[src/rtl/fetch_queue.sv]
// In-order fetch buffer: accepts instruction pairs from the loader and issues them
// to the decoder through two valid/ready slots, with registered back-pressure.
module fetch_queue #(
  parameter int XLEN  = 32,
  parameter int DEPTH = 8
) (
  input  logic                     clk,
  input  logic                     reset_n,
  input  logic                     flush,
  input  logic                     in_valid,
  input  logic [XLEN-1:0]          address_in [2],
  input  logic [31:0]              instr_in   [2],
  output logic                     stop,
  output logic [1:0]               out_valid,
  input  logic [1:0]               out_ready,
  output logic [XLEN-1:0]          address_out [2],
  output logic [31:0]              instr_out   [2],
  output logic [$clog2(DEPTH):0]   count,
  output logic                     overflow
);

  localparam int PW = $clog2(DEPTH);
  localparam int CW = PW + 1;

  logic [XLEN-1:0] mem_addr  [DEPTH];
  logic [31:0]     mem_instr [DEPTH];
  logic [PW-1:0]   head;
  logic [PW-1:0]   tail;
  logic [PW-1:0]   head_nxt1;

  logic            deq0;
  logic            deq1;
  logic [1:0]      deq;
  logic [CW:0]     room_need;
  logic            accept;
  logic [CW-1:0]   count_next;

  assign head_nxt1    = head + PW'(1);
  assign out_valid[0] = (count >= CW'(1));
  assign out_valid[1] = (count >= CW'(2));

  assign address_out[0] = mem_addr[head];
  assign address_out[1] = mem_addr[head_nxt1];
  assign instr_out[0]   = mem_instr[head];
  assign instr_out[1]   = mem_instr[head_nxt1];

  // Slot 1 only retires together with slot 0, keeping issue in program order.
  assign deq0 = out_valid[0] & out_ready[0];
  assign deq1 = deq0 & out_valid[1] & out_ready[1];
  assign deq  = {1'b0, deq0} + {1'b0, deq1};

  // One extra bit so count - deq + 2 cannot wrap when the queue is full.
  assign room_need  = {1'b0, count} - (CW+1)'(deq) + (CW+1)'(2);
  assign accept     = in_valid & (room_need <= (CW+1)'(DEPTH));
  assign count_next = count + (accept ? CW'(2) : CW'(0)) - CW'(deq);

  always_ff @(posedge clk or negedge reset_n) begin
    if (!reset_n) begin
      head     <= '0;
      tail     <= '0;
      count    <= '0;
      stop     <= 1'b0;
      overflow <= 1'b0;
      for (int i = 0; i < DEPTH; i++) begin
        mem_addr[i]  <= '0;
        mem_instr[i] <= '0;
      end
    end else begin
      if (in_valid && !accept && !flush) begin
        overflow <= 1'b1;
      end
      if (flush) begin
        head  <= '0;
        tail  <= '0;
        count <= '0;
        stop  <= 1'b0;
      end else begin
        head  <= head + PW'(deq);
        count <= count_next;
        // Threshold leaves room for the one pair the loader has in flight.
        stop  <= (count_next > CW'(DEPTH - 4));
        if (accept) begin
          mem_addr[tail]             <= address_in[0];
          mem_instr[tail]            <= instr_in[0];
          mem_addr[tail + PW'(1)]    <= address_in[1];
          mem_instr[tail + PW'(1)]   <= instr_in[1];
          tail                       <= tail + PW'(2);
        end
      end
    end
  end

endmodule

[config.mk]
export PLATFORM = sky130hd
export DESIGN_NAME = fetch_queue
export DESIGN_NICKNAME = d
export VERILOG_FILES = /design/src/rtl/fetch_queue.sv
export SDC_FILE = /design/constraint.sdc
export NUM_CORES = 1
export LEC_CHECK = 0
export CORE_ASPECT_RATIO = 0.6
export CORE_MARGIN = 2
export CORE_UTILIZATION = 40
export CTS_BUF_LIST = sky130_fd_sc_hd__clkbuf_2
export CTS_CLUSTER_SIZE = 14
export DETAILED_ROUTE_END_ITERATION = 8
export GPL_ROUTABILITY_DRIVEN = 0
export HOLD_SLACK_MARGIN = 0.12
export SLEW_MARGIN = 10
export SYNTH_ARGS = -nofsm -noshare
export SYNTH_HDL_FRONTEND = slang
export SYNTH_SLANG_ARGS = --single-unit
[constraint.sdc]
create_clock -name clk -period 7.2 [get_ports clk]
set_input_delay 1.44 -clock clk [delete_from_list [all_inputs] [get_ports clk]]
set_output_delay 1.44 -clock clk [all_outputs]
set_load 0.05 [all_outputs]
==> out/metrics.csv <==
stage,metric,value,unit
sta,portion of the clock cycle consumed by the worst path in the final layout,86.7,%
clock_tree,CTS Root Cell,sky130_fd_sc_hd__clkbuf_2,
clock_tree,total clock buffers created by CTS,136,
die,Chip Width,349,µm
critical_path,launching instance or port of the critical path,head[1],
die,core area,0.0703,mm²
power_and_ir_drop,net switching power,7.65,mW
synthesis,register area share after synthesis,45.8,%
power_and_ir_drop,switch share,45.2,%
sta,unrepaired setup endpoints after global routing,false,
die,area of the die,0.0737,mm²
synthesis,YS warnings,0,
drt,number of DRC violations after detailed routing,0,
final_layout,share of cells above drive strength 1,37.2,%
clock_tree,number of instances resized during post-cts repair,0,
power_and_ir_drop,worst ir drop on vdd,0.534,mV
synthesis,Yosys cell types,35,
critical_path,data arrival at the endpoint of the critical path,4.80,ns
drt,Iter 0 DRT Violations,1154,
die,Die Ht,211,µm
place,DPL Wire Length,47000,µm
run,Max Cap Violations,0,
clock_tree,CTS HTree Levels,4,
synthesis,mean post-synth cell area,14.0,µm²
clock_tree,Post-CTS Hold Fix Bufs,0,
grt,total global routing track utilization,22.0,%
drt,Initial DRT Pass Iterations,5,
clock_tree,post-CTS setup buffer count,0,
final_layout,number of nets in the final layout,2478,
critical_path,reg2reg setup slack,1.68,ns
sta,final number of setup-violating endpoints,0,
power_and_ir_drop,post-route total power,16.9,mW
synthesis,flop and latch count out of synthesis,523,
sta,Max transition margin,20.3,%
final_layout,most frequent cells in the layout,"520 x sky130_fd_sc_hd__dfrtp_1, 380 x sky130_fd_sc_hd__mux2_2, 268 x sky130_fd_sc_hd__clkdlybuf4s50_1, 256 x sky130_fd_sc_hd__mux4_2, 205 x sky130_fd_sc_hd__inv_1",
power_and_ir_drop,power per cell area,509,mW/mm²
power_and_ir_drop,share of power burned in the clock network,12.8,%
critical_path,crit start category,register,
sta,transition time at the pin with the least slew margin,1.20,ns
grt,maximum number of pins on one net before global-route repair,169,
sta,maximum clock skew at final layout,0.0505,ns
critical_path,classification of the worst setup path,reg2out,
power_and_ir_drop,part of the total power dissipated in sequential elements,28.1,%
critical_path,"critical path fanouts, max",39,
drt,Detailed Route WL,79800,µm
clock_tree,deepest clock path buffer count,3,
synthesis,number of nets in the synthesized netlist,2194,
power_and_ir_drop,share of total power in combinational logic,59.1,%
clock_tree,clk slew on worst S/H paths,0.11,ns
sta,Fin Hold WS,0.289,ns
place,Port-buffer cells,269,
grt,via count of the first global-routing pass,20143,
grt,first-pass GRT wire length,123000,µm
clock_tree,clock tree from TritonCTS,yes,
sta,final sum of negative setup slack,0,ns
clock_tree,clock latency of the later-clocked register in the worst-skew pair,1.15,ns
die,number of top-level pins,270,
die,floorplan row count,75,
critical_path,sort of element at the end of the critical path,output pin,
die,effective utilization at floorplan,40.7,%
sta,achievable clock frequency,160,MHz
final_layout,fraction of the core area covered by cells at the end of the flow,47.3,%
status,result of the run,finished clean,
clock_tree,Sink Count,523,
final_layout,area added between synthesis and finish,16.4,%
grt,number of antenna violations at the first check in global routing,5,
drt,residual antenna-violating net count after detailed routing,0,
sta,hold violation count in the final report,0,
drt,mean number of vias per cell,5.57,
drt,via count,18562,
grt,grt total ovfl,0,
drt,WL per Instance,23.9,µm
synthesis,Post-Synthesis Cell Area,0.0286,mm²
power_and_ir_drop,total internal power,9.28,mW
sta,Slew Limit Fails,0,
critical_path,FF-to-FF Start,count[2],
synthesis,Syn Inst Count,2037,
power_and_ir_drop,leakage dissipation,14.2,nW
critical_path,"Req. time, crit path",5.76,ns
final_layout,"leading cell type in the layout, fill and taps excluded",sky130_fd_sc_hd__dfrtp_1,
sta,minimum period implied by the final worst setup slack,6.24,ns
worst_hold_path,Hold WC Path Type,in2async,
-- final cells by class --
| type | count | area [µm²] |
|---|---|---|
| Antenna cell | 3 | 7.51 |
| Fill cell | 6165 | 37000 |
| Multi-Input combinational cell | 1155 | 14000 |
| Clock inverter | 21 | 210 |
| Clock buffer | 202 | 1010 |
| Timing Repair Buffer | 300 | 3070 |
| Tap cell | 924 | 1160 |
| Inverter | 205 | 769 |
| Sequential cell | 523 | 13100 |
-- layer usage --
layer	vias to the layer above	share of wire [%]	routed length, µm	global-route usage (%)
met3	91	6.3	5020	5.20
met1	9883	48	38600	33.1
met5	-	0.013	10	0
li1	8051	-	-	-
met4	2	1.4	1120	5.72
met2	535	44	35000	31.7
-- critical path, stage by stage (launching register included) --
cell	delay [ns]
sky130_fd_sc_hd__dfrtp_4	0.97
sky130_fd_sc_hd__ha_4	0.70
sky130_fd_sc_hd__buf_4	0.47
sky130_fd_sc_hd__mux4_2	0.56
sky130_fd_sc_hd__mux2_2	0.27
sky130_fd_sc_hd__clkdlybuf4s50_1	0.70
-- path summary, 6_finish.rpt --
check	end	depth (start not counted)
setup / recovery	address_out[31]	5
hold / removal	mem_instr[34]	1
setup reg to reg	stop	21
hold reg to reg	overflow	1
max in group asynchronous	head[0]	2
min in group clk	overflow	1
-- metrics by stage --
step | cells | cell area, µm² | setup slack, ns
after floorplan | 2037 | 28600 | 1.45
after global placement | 3107 | 32100 | 0.756
after detailed placement | 3107 | 32100 | 0.697
final | 3333 | 33300 | 0.961
after global routing | 3332 | 33300 | 0.642
after CTS | 3330 | 33300 | 0.691
-- synthesized netlist by cell type (all sizes together) --
cell type,instances,area [µm²]
and2,1,6.26
inv,205,769
mux2,385,4340
buf,93,606
a22o,64,561
nor2,6,22.5
xor2,1,8.76
nor2b,4,25.0
nand2,198,743
nand2b,4,25.0
o21ai,1,5.00
or3,1,6.26
nor3b,1,7.51
clkbuf,61,229
a211o,1,8.76
nor3,5,41.3
and3,1,6.26
fa,4,80.1
a21oi,1,8.76
ha,19,238
nand3,2,10.0
or3b,1,8.76
mux4,256,5770
o21ba,1,10.0
mux2i,193,1930
xnor2,3,26.3
dfrtp,523,13100
a32o,1,10.0
or2,1,6.26
-- power by group through the flow --
stage	Sequential, mW	Clock (mW)	Combinational [mW]
5_1_grt	4.89	2.43	10.5
6_report	4.75	2.18	10.0
4_1_cts	4.75	2.26	10.1
3_3_place_gp	4.71	0	9.95
3_5_place_dp	4.80	0	10.0
2_1_floorplan	4.45	0	7.37
-- registers in the layout, summed over array words and instances (netlist names) --
name	flops
count	4
head	3
mem_addr	256
mem_instr	256
overflow	1
stop	1
tail	2
-- kinds of logic (layout without fill, tap and decap cells) --
group | after synthesis | count (layout) | share of synthesized area, %
flops | 523 | 523 | 45.8
xor+xnor | 4 | 4 | 0.123
simple gates | 225 | 225 | 3.18
mux | 834 | 834 | 42.1
other cells | 0 | 3 | 0
buf+inv | 359 | 728 | 5.61
fa+ha+maj | 23 | 23 | 1.11
compound gates | 69 | 69 | 2.11
Note: power is estimated with default switching activity, not from simulation.
